**src/rtl/param_fifo_pkg.sv**
```systemverilog
// param_fifo_pkg: shared constants and helpers for the parametrised FIFO.
//   clog2      - ceiling log2, usable in constant expressions
//   ptr_width  - pointer/count width for a given depth (address bits + 1)
//   DEFAULT_*  - default depth and threshold settings
package param_fifo_pkg;

  localparam int DEFAULT_DEPTH     = 16;
  localparam int DEFAULT_AE_THRESH = 2;
  // almost_full defaults to this many entries below full
  localparam int DEFAULT_AF_MARGIN = 2;

  function automatic int clog2(input int value);
    int result;
    int v;
    result = 0;
    v = value - 1;
    while (v > 0) begin
      result = result + 1;
      v = v >> 1;
    end
    return result;
  endfunction

  // One extra pointer bit tells a full FIFO apart from an empty one, and the
  // same width holds the occupancy range 0..DEPTH.
  function automatic int ptr_width(input int depth);
    return clog2(depth) + 1;
  endfunction

endpackage

```
**src/rtl/param_fifo_mem.sv**
```systemverilog
// param_fifo_mem: DEPTH x WIDTH storage array for param_fifo.
//   clk      in   clock, rising edge
//   wr_en    in   write strobe
//   wr_addr  in   write address
//   wr_data  in   write data
//   rd_addr  in   read address
//   rd_data  out  asynchronous read data, mem[rd_addr]
// The array is deliberately not reset; the FIFO pointers define which
// entries are valid.
module param_fifo_mem #(
  parameter int WIDTH = 8,
  parameter int DEPTH = 16,
  parameter int AW    = 4
) (
  input  logic             clk,
  input  logic             wr_en,
  input  logic [AW-1:0]    wr_addr,
  input  logic [WIDTH-1:0] wr_data,
  input  logic [AW-1:0]    rd_addr,
  output logic [WIDTH-1:0] rd_data
);

  logic [WIDTH-1:0] mem [DEPTH];

  always_ff @(posedge clk) begin
    if (wr_en) begin
      mem[wr_addr] <= wr_data;
    end
  end

  assign rd_data = mem[rd_addr];

endmodule

```
**src/rtl/param_fifo.sv**
```systemverilog
// param_fifo: parametrised single-clock synchronous FIFO.
//   clk, rst            clock (rising edge), asynchronous active-high reset
//   wr_en, in           write request and write data
//   rd_en, out          read request and read data
//   empty, full         occupancy == 0 / == DEPTH
//   almost_full         count >= AF_THRESH
//   almost_empty        count <= AE_THRESH
//   count               occupancy 0..DEPTH
//   overflow/underflow  one-cycle pulse after a rejected write/read
// Build option: define FIFO_FWFT_EN for first-word-fall-through reads
// (head word visible on out without rd_en). Default is registered read.
module param_fifo
  import param_fifo_pkg::*;
#(
  parameter int WIDTH     = 8,
  parameter int DEPTH     = DEFAULT_DEPTH,
  parameter int AF_THRESH = DEPTH - DEFAULT_AF_MARGIN,
  parameter int AE_THRESH = DEFAULT_AE_THRESH
) (
  input  logic                        clk,
  input  logic                        rst,
  input  logic                        wr_en,
  input  logic [WIDTH-1:0]            in,
  input  logic                        rd_en,
  output logic [WIDTH-1:0]            out,
  output logic                        empty,
  output logic                        full,
  output logic                        almost_full,
  output logic                        almost_empty,
  output logic [ptr_width(DEPTH)-1:0] count,
  output logic                        overflow,
  output logic                        underflow
);

  localparam int AW = clog2(DEPTH);
  localparam int PW = AW + 1;

  logic [PW-1:0]    wptr_reg, wptr_next;
  logic [PW-1:0]    rptr_reg, rptr_next;
  logic [WIDTH-1:0] out_reg, out_next;
  logic             overflow_reg, overflow_next;
  logic             underflow_reg, underflow_next;
  logic             wr_accept, rd_accept;
  logic [WIDTH-1:0] rd_data;

  param_fifo_mem #(
    .WIDTH(WIDTH),
    .DEPTH(DEPTH),
    .AW   (AW)
  ) u_mem (
    .clk    (clk),
    .wr_en  (wr_accept),
    .wr_addr(wptr_reg[AW-1:0]),
    .wr_data(in),
    .rd_addr(rptr_reg[AW-1:0]),
    .rd_data(rd_data)
  );

  // Status depends on the registered pointers only; modulo subtraction
  // handles pointer wrap.
  assign count        = wptr_reg - rptr_reg;
  assign empty        = (count == '0);
  assign full         = (count == PW'(DEPTH));
  assign almost_full  = (count >= PW'(AF_THRESH));
  assign almost_empty = (count <= PW'(AE_THRESH));

  always_comb begin
    // A full FIFO still takes a write when a read frees the head slot on the
    // same edge; the array reads the old head before the write lands.
    wr_accept      = wr_en && (!full || rd_en);
    rd_accept      = rd_en && !empty;
    wptr_next      = wptr_reg + PW'(wr_accept);
    rptr_next      = rptr_reg + PW'(rd_accept);
    out_next       = rd_accept ? rd_data : out_reg;
    overflow_next  = wr_en && !wr_accept;
    underflow_next = rd_en && !rd_accept;
  end

  always_ff @(posedge clk or posedge rst) begin
    if (rst) begin
      wptr_reg      <= '0;
      rptr_reg      <= '0;
      out_reg       <= '0;
      overflow_reg  <= 1'b0;
      underflow_reg <= 1'b0;
    end else begin
      wptr_reg      <= wptr_next;
      rptr_reg      <= rptr_next;
      out_reg       <= out_next;
      overflow_reg  <= overflow_next;
      underflow_reg <= underflow_next;
    end
  end

  assign overflow  = overflow_reg;
  assign underflow = underflow_reg;

`ifdef FIFO_FWFT_EN
  // Head word falls through; out_reg keeps the last popped word so out holds
  // steady while the FIFO is empty.
  assign out = empty ? out_reg : rd_data;
`else
  assign out = out_reg;
`endif

endmodule

```
**config.mk**
```make
export PLATFORM = sky130hd
export DESIGN_NAME = param_fifo
export DESIGN_NICKNAME = d
export VERILOG_FILES = /design/src/rtl/param_fifo_pkg.sv /design/src/rtl/param_fifo_mem.sv /design/src/rtl/param_fifo.sv
export SDC_FILE = /design/constraint.sdc
export NUM_CORES = 1
export LEC_CHECK = 0
export BUFFER_PORTS_ARGS = -buffer_cell sky130_fd_sc_hd__buf_2
export CORE_MARGIN = 2
export CORE_UTILIZATION = 60
export DETAILED_ROUTE_END_ITERATION = 12
export GPL_TIMING_DRIVEN = 0
export PLACE_DENSITY = 0.78
export SLEW_MARGIN = 20
export SYNTH_ARGS = -nofsm -noshare
export SYNTH_HDL_FRONTEND = slang
export SYNTH_HIERARCHICAL = 1
export SYNTH_SLANG_ARGS = --single-unit
```
**constraint.sdc**
```tcl
create_clock -name clk -period 4.6 [get_ports clk]
set_input_delay 0.23 -clock clk [delete_from_list [all_inputs] [get_ports clk]]
set_output_delay 0.23 -clock clk [all_outputs]
set_load 0.005 [all_outputs]
```
After elaboration in Yosys (flattened, before gate mapping)
Memories as Yosys holds them, arrays and structs flattened. A register that Yosys moved wholly into a read port is not among the register bits. Cells that the tools add are included.

Output and inout bits: 19. Bits of input ports: 12. Bits in writable memories: 128. Register bits after elaboration: 12. Memories kept: 1.

Memory list: u_mem.mem (depth 16, width 8, rd ports 1, clocked after Yosys merged registers in 1, write ports 1, RTL line param_fifo_mem.sv:23) `logic [WIDTH-1:0] mem [DEPTH];`.

Reductions and logical operators: 10. Equality and inequality tests: 1. $lt $le $gt $ge: 2. Add/subtract/negate cells: 3. Mux-type cells: 2.

Operators with widths (count): adder 5 x 1 -> 5 bit (2); == test 5 bit, second input constant (1); >= comparator 5 x 4 -> 1 bit, second input constant (1); <= comparator 5 x 2 -> 1 bit, second input constant (1); logical NOT 5 bit (1); subtractor 5 bit (1); logical AND 1 bit (4); logical NOT 1 bit (4); two-way mux 1 bit (2); logical OR 1 bit (1).

Depth between registers and ports, before layout
Depth in word-level cells: 7. Depth in mapped cells: 13. Gate-level depth less buffers: 13.

Cells and area by module
The synthesis kept the hierarchy.

Modules (own cells, without submodules): param_fifo_mem (area an instance 4987.3 um^2, times used 1, seq. area each 3843.7 um^2, cells an instance 221); param_fifo (area an instance 975.9 um^2, times used 1, seq. area each 500.5 um^2, cells an instance 80).

Worst setup path before layout
Ideal clock, no wire load.

Kind: reg-to-reg. From: register wptr_reg[0]. To: memory u_mem.mem[0][0], enable pin. Slack: 1.140 ns. Cell stages (with the launch flop): 11. Library setup time: 0.383 ns. Required time: 4.217 ns. Buffers on the path: 0. Period minus slack after synthesis: 3.460 ns. Arrival: 3.077 ns. Cell sequence: dfrtp_1 inv_1 ha_1 fa_1 nand2b_1 a21oi_1 xor2_1 nor4_1 nor2b_1 or3b_2 nor3_1.

Word-level cells in the longest chain between the ends: 7.

RTL lines: from (decl) (RTL line param_fifo.sv:38) `logic [PW-1:0] wptr_reg, wptr_next;`; from (signal assigned) (RTL line param_fifo.sv:87) `wptr_reg <= wptr_next;`; subtractor 5 bit (RTL line param_fifo.sv:61) `assign count = wptr_reg - rptr_reg;`; == test 5 bit (RTL line param_fifo.sv:63) `assign full = (count == PW'(DEPTH));`; logical NOT 1 bit (RTL line param_fifo.sv:70) `wr_accept = wr_en && (!full || rd_en);`; logical OR 1 bit (RTL line param_fifo.sv:70); logical AND 1 bit (RTL line param_fifo.sv:70); via wr_accept (RTL line param_fifo.sv:43) `logic wr_accept, rd_accept;`; two-way mux 1 bit (RTL line param_fifo_mem.sv:26) `if (wr_en) begin`; two-way mux 1 bit (implied by the code) (RTL line param_fifo_mem.sv:27) `mem[wr_addr] <= wr_data;`; to (decl) (RTL line param_fifo_mem.sv:23).

The timed path passes the listed nets, and every way through them passes these cells.

Worst setup path after layout
From: register wptr_reg[0]. To: memory u_mem.mem[2][0], enable pin.

The elaborated chain is that of the path after synthesis.

==> run summary <==
Die X - 104 um
Vias - 2,975
Worst-Skew Late Latency - 0.53 ns
Crit Path Class - register to register
Row Count - 36
Via density - 5.99
IO buf count - 30
initial drt markers - 171
first-pass GRT wire length - 17,000 um
Starting Density - 0.613
vias in the first global route - 3,013
Yosys top cell area share - 0.645
Final Max Slew Viols - 0
ANT nets after route - 0
CTS buffer count - 17
CP max FO - 9
distinct cell type count after synthesis - 31
core area - 0.00973 sq mm
Worst-Margin Slew - 0.922 ns
RePlAce Congestion - 0.767
CTS tree - yes
synth top area cells - edfxtp_1, dfrtp_1, mux4_2
status - completed
total power - 4.57 mW
Min Clock Period, post-route - 3.98 ns
CTS Root Cell - clkbuf_8
Tcrit/Tclk final - 0.865
H-Tree Depth - 4
max_slew headroom - 0.383
post-DP HPWL - 7090 um
Seq/Total Area, Yosys - 0.728
max FFs per register - 128
unrepaired setup endpoints after global routing - false
number of synthesized flops with an enable pin - 128
Clock Skews - 0.00668 ns
Synth Register Bits - 148
FF-to-FF path depth - 10
data arrival time of the critical path - 4.14 ns
setup TNS after final layout - 0 ns
Finished Core Util - 0.704
hold depth - 1
Bufs and invs on worst path - 1
total track usage - 0.222
Worst-path clk slew - 0.06 ns
CP max stage cell - nor2_1
pwr dens - 668 mW/mm^2
share of layout cells above drive strength 1 - 0.272
Nets - 375
asr flop ratio synth - 0.135
max cap viols - 0
crit-path max cell delay - 0.69 ns
VDD IR max - 0.472 mV
clock sinks - 148
P_leak - 2.44 nW
largest net degree at the start of global routing - 21
yosys synthesis warning count - 6
drc violations - 0
maximum operating frequency - 251 MHz
area leader, netlist - edfxtp_1
routed len/inst - 21.9 um
critical path, cell by cell - inv_1 -> ha_1 -> fa_1 -> nand2b_1 -> a21oi_1 -> xor2_1 -> nor4_1 -> nor2b_1 -> or3b_2 -> nor2_1
Startpoint Class - register
CTS max path bufs - 2
Multi-input gate area - 0.00151 sq mm
WP depth - 10
Post-Route WL - 10,900 um
# fillers - 609
# setup viols final - 0
Pre-antenna DRT Iters - 5
syn_area_per_cell - 19.8 sq um
die height - 104 um
Hold Violations, Final - 0
Crit path max-delay family - simple AND/OR/NAND/NOR gates
syn_nets - 322
initial antenna violation count - 0
GRT overflow - 0
Antenna diodes - 0
Hold Crit Class - input pin to register
Main synth FF type - edfxtp_1
Synth Cell Area - 0.00596 sq mm
Post-Synthesis Cells - 301
Area growth syn-to-layout - 14.8%
Top-Level Pins - 31
crit end category - register
critical path required time - 4.76 ns
die area - 0.0108 sq mm
sequential cell area - 0.00434 sq mm
==> where the power goes <==
group	internal, mW	switching (mW)	leakage, nW
clock network	0.706	0.498	0.243
logic	0.720	0.841	0.804
registers	1.67	0.139	1.40
total	3.10	1.48	2.44
==> cells by family after synthesis <==
logic type,count (synthesis),synth area share
AO/OA/AOI/OAI,21,0.0283
buffers and inverters,21,0.0214
flip-flops,148,0.728
AND/OR/NAND/NOR,52,0.0422
adder cells (fa/ha/maj),9,0.0201
multiplexers,40,0.145
XOR/XNOR,10,0.0147
==> cell usage in the layout, fill, tap and decap left out, types with 3 or more instances in the layout <==
| cell | count |
|---|---|
| mux4_1 | 14 |
| and2_1 | 3 |
| nand2b_1 | 4 |
| buf_6 | 3 |
| dfrtp_1 | 20 |
| mux2_2 | 8 |
| ha_1 | 8 |
| xor2_1 | 6 |
| nor2_1 | 17 |
| inv_1 | 10 |
| nand2_1 | 9 |
| clkbuf_16 | 16 |
| clkbuf_1 | 3 |
| buf_2 | 33 |
| dlygate4sd3_1 | 3 |
| nand3_1 | 6 |
| nor3_2 | 4 |
| xnor2_1 | 4 |
| edfxtp_1 | 128 |
| a22oi_1 | 16 |
| mux4_2 | 18 |
| clkdlybuf4s25_2 | 3 |
==> metal layers <==
metal / wire [um] / vias to the layer above / GRT usage
li1: - / 1328 / -
met1: 4400 / 1513 / 0.282
met2: 5530 / 111 / 0.356
met3: 661 / 23 / 0.0648
met4: 281 / 0 / 0.111
met5: 0 / - / 0
==> stage by stage <==
| step | setup WS (ns) | hold WS, ns | instance area, sq um | cells |
|---|---|---|---|---|
| 2_1_floorplan | 1.14 | 0.194 | 5960 | 301 |
| 6_report | 0.620 | 0.0783 | 6850 | 497 |
| 5_1_grt | 0.419 | 0.0666 | 6850 | 497 |
| 4_1_cts | 0.626 | 0.0498 | 6850 | 497 |
| 3_3_place_gp | 0.464 | 0.402 | 6280 | 464 |
| 3_5_place_dp | 0.638 | 0.420 | 6310 | 465 |
==> final timing paths <==
| check | startpoint | endpoint | slack (ns) |
|---|---|---|---|
| hold reg to reg | rptr_reg[4] | rptr_reg[4] | 0.50 |
| max in group asynchronous | rst | overflow | 3.73 |
| setup reg to reg | wptr_reg[0] | u_mem/mem[2][0] | 0.62 |
| setup / recovery | wptr_reg[0] | u_mem/mem[2][0] | 0.62 |
| min in group asynchronous | rst | rptr_reg[4] | 0.38 |
| hold / removal | in[5] | u_mem/mem[12][5] | 0.08 |
==> final cells by class <==
type                       instances  area share
tap                              133      0.0243
sequential                       148       0.635
clock inverter                     9      0.0122
buffer                            10      0.0126
timing repair buffer              34      0.0274
multi-input combinational        132       0.221
inverter                          11     0.00603
clock buffer                      20      0.0621
==> cells in the mapped netlist (3+ instances only) <==
library cell	number
mux4_2	18
nand2b_1	4
nand2_1	9
xor2_1	6
nor3_1	6
buf_6	3
nand3_1	6
edfxtp_1	128
ha_1	8
a22oi_1	16
mux2_2	8
xnor2_1	4
mux4_1	14
nor2_1	17
inv_1	10
buf_2	3
dfrtp_1	20
and2_1	3
clkdlybuf4s25_2	3
==> worst reg2reg max path, cell delays in order, from the launching register on <==
cell and delay (ns):
dfrtp_1 0.55, inv_1 0.08, ha_1 0.23, fa_1 0.41
nand2b_1 0.16, a21oi_1 0.16, xor2_1 0.27, nor4_1 0.13
nor2b_1 0.38, or3b_2 0.54, nor2_1 0.69
==> what timing repair did <==
action | in CTS | in global routing
gates resized for setup | 0 | 0
endpoints found under the hold margin | 22 | 0
hold buffers | 3 | 0
buffers inserted | 0 | 0
(Power assumes the default switching activity.)
